File: src/rtl/seg_pkg.sv
// ============================================================================
// Module   : seg_pkg
// Purpose  : Shared seven-segment decode table and scan phase encoding.
// Revision : 1.0 - initial release
// ============================================================================
`default_nettype none

package seg_pkg;

  typedef enum logic [0:0] {
    PH_BLANK = 1'b0,
    PH_ON    = 1'b1
  } scan_phase_e;

  localparam logic [0:6] SEG_DARK = 7'b1111111;

  // Active-low a..g; anything outside 0..9 stays dark.
  function automatic logic [0:6] seg_decode(input logic [3:0] nib);
    logic [0:6] seg;
    case (nib)
      4'd0:    seg = 7'b0000001;
      4'd1:    seg = 7'b1001111;
      4'd2:    seg = 7'b0010010;
      4'd3:    seg = 7'b0000110;
      4'd4:    seg = 7'b1001100;
      4'd5:    seg = 7'b0100100;
      4'd6:    seg = 7'b0100000;
      4'd7:    seg = 7'b0001111;
      4'd8:    seg = 7'b0000000;
      4'd9:    seg = 7'b0000100;
      default: seg = SEG_DARK;
    endcase
    return seg;
  endfunction

endpackage

`default_nettype wire

File: src/rtl/scan_prescaler.sv
// ============================================================================
// Module   : scan_prescaler
// Purpose  : Per-digit slot counter with BLANK/ON phase generation.
// Revision : 1.0 - initial release
// ============================================================================
`default_nettype none

module scan_prescaler
  import seg_pkg::*;
#(
  parameter int CLK_DIV      = 1000,
  parameter int BLANK_CYCLES = 16
) (
  input  logic clk,
  input  logic rst,
  output logic slot_end,
  output logic phase_on
);

  localparam int CW = (CLK_DIV > 1) ? $clog2(CLK_DIV) : 1;
  localparam logic [CW-1:0] CNT_LAST       = CW'(CLK_DIV - 1);
  localparam logic [CW-1:0] CNT_BLANK_LAST = CW'(BLANK_CYCLES - 1);

  logic [CW-1:0] cnt_q, cnt_d;
  scan_phase_e   state_q, state_d;

  always_comb begin
    cnt_d   = (cnt_q == CNT_LAST) ? '0 : cnt_q + CW'(1);
    state_d = state_q;
    case (state_q)
      PH_BLANK: if (cnt_q == CNT_BLANK_LAST) state_d = PH_ON;
      PH_ON:    if (cnt_q == CNT_LAST)       state_d = PH_BLANK;
      default:                               state_d = PH_BLANK;
    endcase
  end

  always_ff @(posedge clk or posedge rst) begin
    if (rst) begin
      cnt_q   <= '0;
      state_q <= PH_BLANK;
    end else begin
      cnt_q   <= cnt_d;
      state_q <= state_d;
    end
  end

  assign phase_on = (state_q == PH_ON);
  assign slot_end = (state_q == PH_ON) && (cnt_q == CNT_LAST);

endmodule

`default_nettype wire

File: src/rtl/seven_seg_scanner.sv
// ============================================================================
// Module   : seven_seg_scanner
// Purpose  : 4-digit multiplexed BCD display driver with anti-ghost blanking,
//            leading-zero suppression and frame-synchronous value update.
// Revision : 1.0 - initial release
// ============================================================================
`default_nettype none

module seven_seg_scanner
  import seg_pkg::*;
#(
  parameter int CLK_DIV      = 1000,
  parameter int BLANK_CYCLES = 16
) (
  input  logic        clk,
  input  logic        rst,
  input  logic [15:0] value,
  input  logic        value_load,
  input  logic [3:0]  dp_in,
  input  logic        lz_blank,
  output logic [3:0]  anodes,
  output logic [0:6]  segments,
  output logic        dp_n,
  output logic        frame_done
);

  logic slot_end;
  logic phase_on;

  scan_prescaler #(
    .CLK_DIV      (CLK_DIV),
    .BLANK_CYCLES (BLANK_CYCLES)
  ) u_prescaler (
    .clk      (clk),
    .rst      (rst),
    .slot_end (slot_end),
    .phase_on (phase_on)
  );

  logic [15:0] shadow_val_q, shadow_val_d;
  logic [3:0]  shadow_dp_q,  shadow_dp_d;
  logic        pending_q,    pending_d;
  logic [15:0] active_val_q, active_val_d;
  logic [3:0]  active_dp_q,  active_dp_d;
  logic [1:0]  digit_idx_q,  digit_idx_d;
  logic [3:0]  anodes_q,     anodes_d;
  logic [0:6]  segments_q,   segments_d;
  logic        dp_n_q,       dp_n_d;
  logic        frame_done_q, frame_done_d;

  logic        frame_bound;
  logic [3:0]  active_nib;
  logic [3:0]  lead_zero;
  logic        blank_digit;

  assign frame_bound = slot_end && (digit_idx_q == 2'd3);

  // Shadow/active update: a load landing on the boundary bypasses the shadow.
  always_comb begin
    shadow_val_d = shadow_val_q;
    shadow_dp_d  = shadow_dp_q;
    pending_d    = pending_q;
    active_val_d = active_val_q;
    active_dp_d  = active_dp_q;
    digit_idx_d  = slot_end ? digit_idx_q + 2'd1 : digit_idx_q;

    if (value_load) begin
      shadow_val_d = value;
      shadow_dp_d  = dp_in;
      pending_d    = 1'b1;
    end

    if (frame_bound) begin
      pending_d = 1'b0;
      if (value_load) begin
        active_val_d = value;
        active_dp_d  = dp_in;
      end else if (pending_q) begin
        active_val_d = shadow_val_q;
        active_dp_d  = shadow_dp_q;
      end
    end
  end

  // lead_zero[k]: nibble k and every nibble above it are zero. Digit 0 never blanks.
  always_comb begin
    lead_zero    = 4'b0000;
    lead_zero[3] = (active_val_q[15:12] == 4'd0);
    lead_zero[2] = lead_zero[3] && (active_val_q[11:8] == 4'd0);
    lead_zero[1] = lead_zero[2] && (active_val_q[7:4]  == 4'd0);
    lead_zero[0] = 1'b0;
  end

  assign active_nib  = active_val_q[{digit_idx_q, 2'b00} +: 4];
  assign blank_digit = lz_blank && lead_zero[digit_idx_q];

  always_comb begin
    anodes_d     = 4'b1111;
    segments_d   = SEG_DARK;
    dp_n_d       = 1'b1;
    frame_done_d = frame_bound;
    if (phase_on) begin
      anodes_d   = ~(4'b0001 << digit_idx_q);
      segments_d = blank_digit ? SEG_DARK : seg_decode(active_nib);
      dp_n_d     = ~active_dp_q[digit_idx_q];
    end
  end

  always_ff @(posedge clk or posedge rst) begin
    if (rst) begin
      shadow_val_q <= '0;
      shadow_dp_q  <= '0;
      pending_q    <= 1'b0;
      active_val_q <= '0;
      active_dp_q  <= '0;
      digit_idx_q  <= '0;
      anodes_q     <= 4'b1111;
      segments_q   <= SEG_DARK;
      dp_n_q       <= 1'b1;
      frame_done_q <= 1'b0;
    end else begin
      shadow_val_q <= shadow_val_d;
      shadow_dp_q  <= shadow_dp_d;
      pending_q    <= pending_d;
      active_val_q <= active_val_d;
      active_dp_q  <= active_dp_d;
      digit_idx_q  <= digit_idx_d;
      anodes_q     <= anodes_d;
      segments_q   <= segments_d;
      dp_n_q       <= dp_n_d;
      frame_done_q <= frame_done_d;
    end
  end

  assign anodes     = anodes_q;
  assign segments   = segments_q;
  assign dp_n       = dp_n_q;
  assign frame_done = frame_done_q;

endmodule

`default_nettype wire

File: config.mk
export PLATFORM = sky130hd
export DESIGN_NAME = seven_seg_scanner
export DESIGN_NICKNAME = d
export VERILOG_FILES = /design/src/rtl/seg_pkg.sv /design/src/rtl/scan_prescaler.sv /design/src/rtl/seven_seg_scanner.sv
export SDC_FILE = /design/constraint.sdc
export NUM_CORES = 1
export LEC_CHECK = 0
export ABC_AREA = 0
export CAP_MARGIN = 20
export CELL_PAD_IN_SITES_DETAIL_PLACEMENT = 1
export CELL_PAD_IN_SITES_GLOBAL_PLACEMENT = 2
export CORE_MARGIN = 2
export CORE_UTILIZATION = 30
export DETAILED_ROUTE_END_ITERATION = 8
export HOLD_SLACK_MARGIN = 0.12
export PLACE_DENSITY_LB_ADDON = 0.12
export SKIP_CTS_REPAIR_TIMING = 1
export SYNTH_ARGS = -nofsm -noshare
export SYNTH_HDL_FRONTEND = slang
export SYNTH_SLANG_ARGS = --single-unit
File: constraint.sdc
create_clock -name clk -period 6.4 [get_ports clk]
set_input_delay 0.96 -clock clk [delete_from_list [all_inputs] [get_ports clk]]
set_output_delay 0.96 -clock clk [all_outputs]
set_load 0.02 [all_outputs]
==> impl_results.md, run 1 <==
* CP Class: in -> reg
* Initial antenna violation count at 0
* Status: finished clean
* Post-Syn Area at between 0.002 and 0.003 mm^2
* Post-layout nets at 294
* Layout cells sized above 1 at 31.06%
* CP arrival at 3.13 ns
* Core Rows at 36
* Antenna-violating nets left at 0
* Max Clock Freq at between 300 and 400 MHz
* Vias per std cell at 4.479
* Router iterations before antenna repair at 4
* DP Area at 0.003476 mm^2
* Clk buf depth at 2
* Post-route worst setup slack at around 3.5 ns
* Synth area leaders: dfrtp_1, mux2_2, dfstp_2
* GRT Resource Usage Total at 11.92%
* Wire length per cell at between 10 and 15 um
* Final hold vios at 0
* Seq cells post-synth at 67
* Clock sinks at between 60 and 70
* Most common cell after layout, fill and taps aside: dfrtp_1
* GR Layer Usage met3 at approximately 2.6%
* Top-area cell type share of the netlist area at 45.91%
* Combinational group share of total power at 5.5%
* Vias in the first global route at 1950
* Syn Inst Count at 219
* Met2 Track Usage GR at 17.95%
* Worst hold slack at about 0.47 ns
* Most frequent cells in the layout: dfrtp_1, mux2_2, clkdlybuf4s50_1
* Fin cells at roughly 400
* Internal power at 0.6209 mW
* Tightest Pin Transition at between 0.9 and 1 ns
* # setup viols final at 0
* Setup Skew at between 0.007 and 0.008 ns
* CTS Buf Count at 9
* Seq/Total Area, Yosys at a little under three fifths
* CTS root buf: clkbuf_8
* IO Port Bufs at 36
* Top FF cell, synth: dfrtp_1
* Switch Pwr at 0.1834 mW
* Post-Layout Inst Area at 0.003656 mm^2
* HP Class: reg -> reg
* Setup TNS at 0 ns
* Part of the cycle the worst path needs at 45.34%
* Sw frac at 22.81%
* Syn Area/Cell at 13.69 um^2
* Unrepaired setup endpoints after global routing: no
* CP required at 6.63 ns
* Largest net degree at the start of global routing at 68
* Seq pwr share at 54.5%
* PD cells at 220.0 mW/mm^2
* Min Tclk post-route at 2.902 ns
* CTS HTree Levels at 3
* Die area at 0.01081 mm^2
* FFs w/ async S/R, synth at 100.0%
* Chip height at 104.0 um
* Most Crowded Layer GR: met2
* Starting Density at a little under a third
* Gpl congestion at 0.7166
* Clock insertion delay at the later pin of the skew report at 0.34 ns
* Io pins at 37
* Clock power frac at ~40%
* Post-synth EDFFs at 0
* Vias at 1778
* TritonCTS clock tree: built
* Gr ovfl total at 0
* Setup crit end kind: flop
* Yosys warning total at 0
* Synth area leader: dfrtp_1
* Layout area overhead at 21.95%
* Place WS at 3.064 ns
* First-pass GRT wire length at between 10000 and 15000 um
* Core area at between 0.009 and 0.01 mm^2
* Hold Path Origin: u_prescaler.cnt_q[0]
* Lkg Pwr at 1.595 nW
* DRT iter0 DRCs at 33
* Chip Width at 104.0 um
* Final Max Slew Viols at 0
* Unique masters post-synth at 34
* Slew headroom at between 30% and 40%
* Cell Count Post-Placement at 381
* Antenna Cells at 0
* CP Launch Type: input port
* R2r startpoint: digit_idx_q[0]
* DRC violations left at 0
* GRT met1 Usage at 15.91%
* Synthesized Nets at around 250
* Detailed placer's ending HPWL at 3999 um
* Peak VDD IR at 0.00008930 V
* Clock transition at path regs at approximately 0.070 ns
* Routed WL at 5822 um
* Max-cap violations at 0
* CP Max Fanout at 21
* CP startpoint: value_load
[area by class of cell]
| cell class | count | area, um^2 |
|---|---|---|
| fill | 1061 | 6073 |
| tap | 133 | 166.4 |
| multi-input combinational | 134 | 1209 |
| inverter | 9 | 33.78 |
| clock buffer | 12 | 155.1 |
| clock inverter | 4 | 25.02 |
| timing repair buffer | 38 | 375.4 |
| sequential | 67 | 1692 |
[worst paths after layout]
kind,cells after the start,slack (ns),to
min reg2reg,1,0.47,u_prescaler.cnt_q[0]
max reg2reg,7,3.95,segments[4]
max,5,3.50,active_val_q[2]
min in group asynchronous,3,1.19,shadow_val_q[11]
min,1,0.47,u_prescaler.cnt_q[0]
max in group asynchronous,3,4.68,active_val_q[7]
[critical path, stage by stage]
cell	delay (ns)
clkdlybuf4s50_1	1.12
nor2_1	0.18
nor3b_2	0.21
buf_4	0.28
mux2_2	0.37
[power groups by stage]
stage	Combinational, mW	Clock, mW	Sequential [mW]
after floorplan	0.0234	0	0.446
after global placement	0.0453	0	0.446
after detailed placement	0.0457	0	0.447
after CTS	0.0460	0.337	0.439
after global routing	0.0494	0.350	0.440
final	0.0439	0.322	0.439
[cell usage after synthesis, types with 3 or more instances]
library cell,count
buf_6,4
clkbuf_1,5
dfrtp_1,55
dfstp_2,12
ha_1,11
inv_1,9
mux2_2,44
mux2i_1,3
mux4_2,3
nand2_1,10
nand3_1,11
nor2_1,9
nor3_1,3
nor4_1,5
o21ai_0,9
xnor2_1,5
[stage by stage]
step / power, mW / util (%)
final: 0.8044 / 37.58
after global routing: 0.8396 / 37.58
after CTS: 0.8214 / 37.58
after detailed placement: 0.4928 / 35.73
after global placement: 0.4915 / 35.73
after floorplan: 0.4692 / -
[sequential cells by signal, summed over array words and instances (netlist names)]
name                  flops
u_prescaler.cnt_q        10
active_dp_q               4
digit_idx_q               2
pending_q                 1
shadow_val_q             16
shadow_dp_q               4
u_prescaler.phase_on      1
segments                  7
dp_n                      1
anodes                    4
active_val_q             16
frame_done                1
[layer usage]
layer	wire [um]	part of all wire, %
met4	127	2.2
met1	2912	50
met5	0	0
met2	2600	45
met3	181	3.1
[kinds of logic (layout without fill, tap and decap cells)]
| logic type | Yosys count | in the layout | synth area share, % |
|---|---|---|---|
| adders and majority gates | 11 | 11 | 4.591 |
| DFF | 67 | 67 | 56.43 |
| and+or+nand+nor | 49 | 49 | 9.224 |
| muxes | 52 | 52 | 21.54 |
| xor gates and xnor gates | 7 | 7 | 2.045 |
| AOI/OAI and AO/OA | 15 | 15 | 2.921 |
| buffers and inverters | 18 | 63 | 3.255 |
Note: power is estimated with default switching activity, not from simulation.
==> run 2: changes to the inputs <==
Clock period 6.4 ns to 2.4 ns, I/O delays scaled along.
==> run 2 against run 1 <==
Setup slack got worse by 3.2 ns. Clock skew increased by 0.0022 ns. Final cell count increased by 1.0%. Critical path depth increased by 2. Power increased to 2.9 times the previous value. Die area unchanged. Critical path type is now reg -> reg. Largest cell class unchanged.
==> impl_results.md, run 2 (synthesis results as in run 1) <==
* Status: finished clean
* Max Clock Freq at roughly 460 MHz
* CP Class: reg -> reg
* Detailed placer's ending HPWL at 4119 um
* Most frequent cells in the layout: dfrtp_1, mux2_2, clkdlybuf4s50_1
* Fill count at 1069
* Chip Width at 104.0 um
* GRT Resource Usage Total at 12.34%
* Clock sinks at 67
* Vias per std cell at 4.504
* Slew headroom at 75.79%
* Initial antenna violation count at 0
* Tightest Pin Transition at 0.3599 ns
* Clock insertion delay at the later pin of the skew report at approximately 0.34 ns
* Wire length per cell at 14.67 um
* Gr ovfl total at 0
* CP startpoint: digit_idx_q[0]
* Final Max Slew Viols at 0
* Most Crowded Layer GR: met2
* Lkg Pwr at between 1.5 and 2 nW
* Vias in the first global route at between 2000 and 2500
* Layout cells sized above 1 at 32.09%
* Routed WL at 5883 um
* HP Class: in -> async
* Router iterations before antenna repair at 3
* Post-Layout Inst Area at 0.003749 mm^2
* CTS HTree Levels at 3
* Post-layout nets at 298
* GR Layer Usage met3 at 2.945%
* Largest regs: active_val_q x16, shadow_val_q x16, u_prescaler.cnt_q x10
* CTS root buf: clkbuf_8
* Starting Density at slightly above 30%
* Max-cap violations at 0
* Unrepaired setup endpoints after global routing: no
* Clock transition at path regs at 0.08 ns
* DP Area at 0.003531 mm^2
* CTS Buf Count at 9
* Final hold vios at 0
* Setup Skew at 0.009511 ns
* DRT iter0 DRCs at 34
* Clk buf depth at 2
* Die area at about 0.011 mm^2
* Met2 Track Usage GR at 19.60%
* Part of the cycle the worst path needs at between 80% and 90%
* First-pass GRT wire length at 10500 um
* CP arrival at 2.41 ns
* Antenna-violating nets left at 0
* Peak VDD IR at 0.0002103 V
* Setup TNS at 0 ns
* GRT met1 Usage at between 15 and 20%
* Io pins at 37
* # setup viols final at 0
* Core Rows at 36
* CP Max Fanout at 7
* TritonCTS clock tree: built
* Most common cell after layout, fill and taps aside: dfrtp_1
* DRC violations left at 0
* Layout area overhead at 25.04%
* Setup crit end kind: flop
* PD cells at 621.1 mW/mm^2
* Core area at 0.009729 mm^2
* Min Tclk post-route at between 2 and 2.5 ns
* R2r startpoint: digit_idx_q[0]
* Antenna Cells at 0
* Chip height at between 100 and 150 um
* CP Launch Type: flop
* Gpl congestion at 0.7359
* Largest net degree at the start of global routing at 68
* Vias at 1806
* CP required at 2.66 ns
* IO Port Bufs at 36
## run 2: layer usage
metal | share of wire, % | up-vias
li1 | - | 863
met1 | 47 | 905
met2 | 48 | 27
met3 | 3.4 | 11
met4 | 1.9 | 0
met5 | 0 | -
## run 2: power by group
group | switching (mW) | internal (mW)
combinational | 0.0517 | 0.0679
clock | 0.451 | 0.587
sequential | 0.00796 | 1.16
total | 0.511 | 1.82
## run 2: worst paths after layout
| path | endpoint | slack (ns) | depth (start not counted) |
|---|---|---|---|
| min in group clk | u_prescaler.cnt_q[0] | 0.47 | 1 |
| min reg2reg | u_prescaler.cnt_q[0] | 0.47 | 1 |
| max reg2reg | segments[4] | 0.25 | 7 |
| min | shadow_val_q[11] | 0.40 | 3 |
| max | segments[4] | 0.25 | 7 |
| max in group asynchronous | segments[0] | 1.67 | 3 |
## run 2: layout make-up
| class | count | area [um^2] | share of cell area, % |
|---|---|---|---|
| clock inverter | 6 | 90.09 | 2.403 |
| inverter | 9 | 33.78 | 0.9012 |
| sequential | 67 | 1692 | 45.13 |
| tap | 133 | 166.4 | 4.439 |
| clock buffer | 10 | 127.6 | 3.405 |
| multi-input combinational | 134 | 1209 | 32.24 |
| timing repair buffer | 42 | 430.4 | 11.48 |
## run 2: critical path: stages, from the launching register on
cell,delay [ns]
dfrtp_1,0.52
mux4_1,0.67
inv_1,0.16
ha_1,0.19
inv_1,0.04
mux2_2,0.25
o21ai_0,0.15
nand3_1,0.10
## run 2: stage by stage
step	utilization, %	worst slack [ns]	cells	total power, mW	hold slack [ns]
global route	38.53	0.05319	401	2.422	0.4473
CTS	38.53	0.2293	401	2.373	0.4102
finish	38.53	0.2487	401	2.328	0.4020
detailed placement	36.29	0.2469	385	1.317	0.4642
global placement	36.29	0.3039	385	1.314	0.4542
floorplan	-	0.3767	219	1.251	0.4329
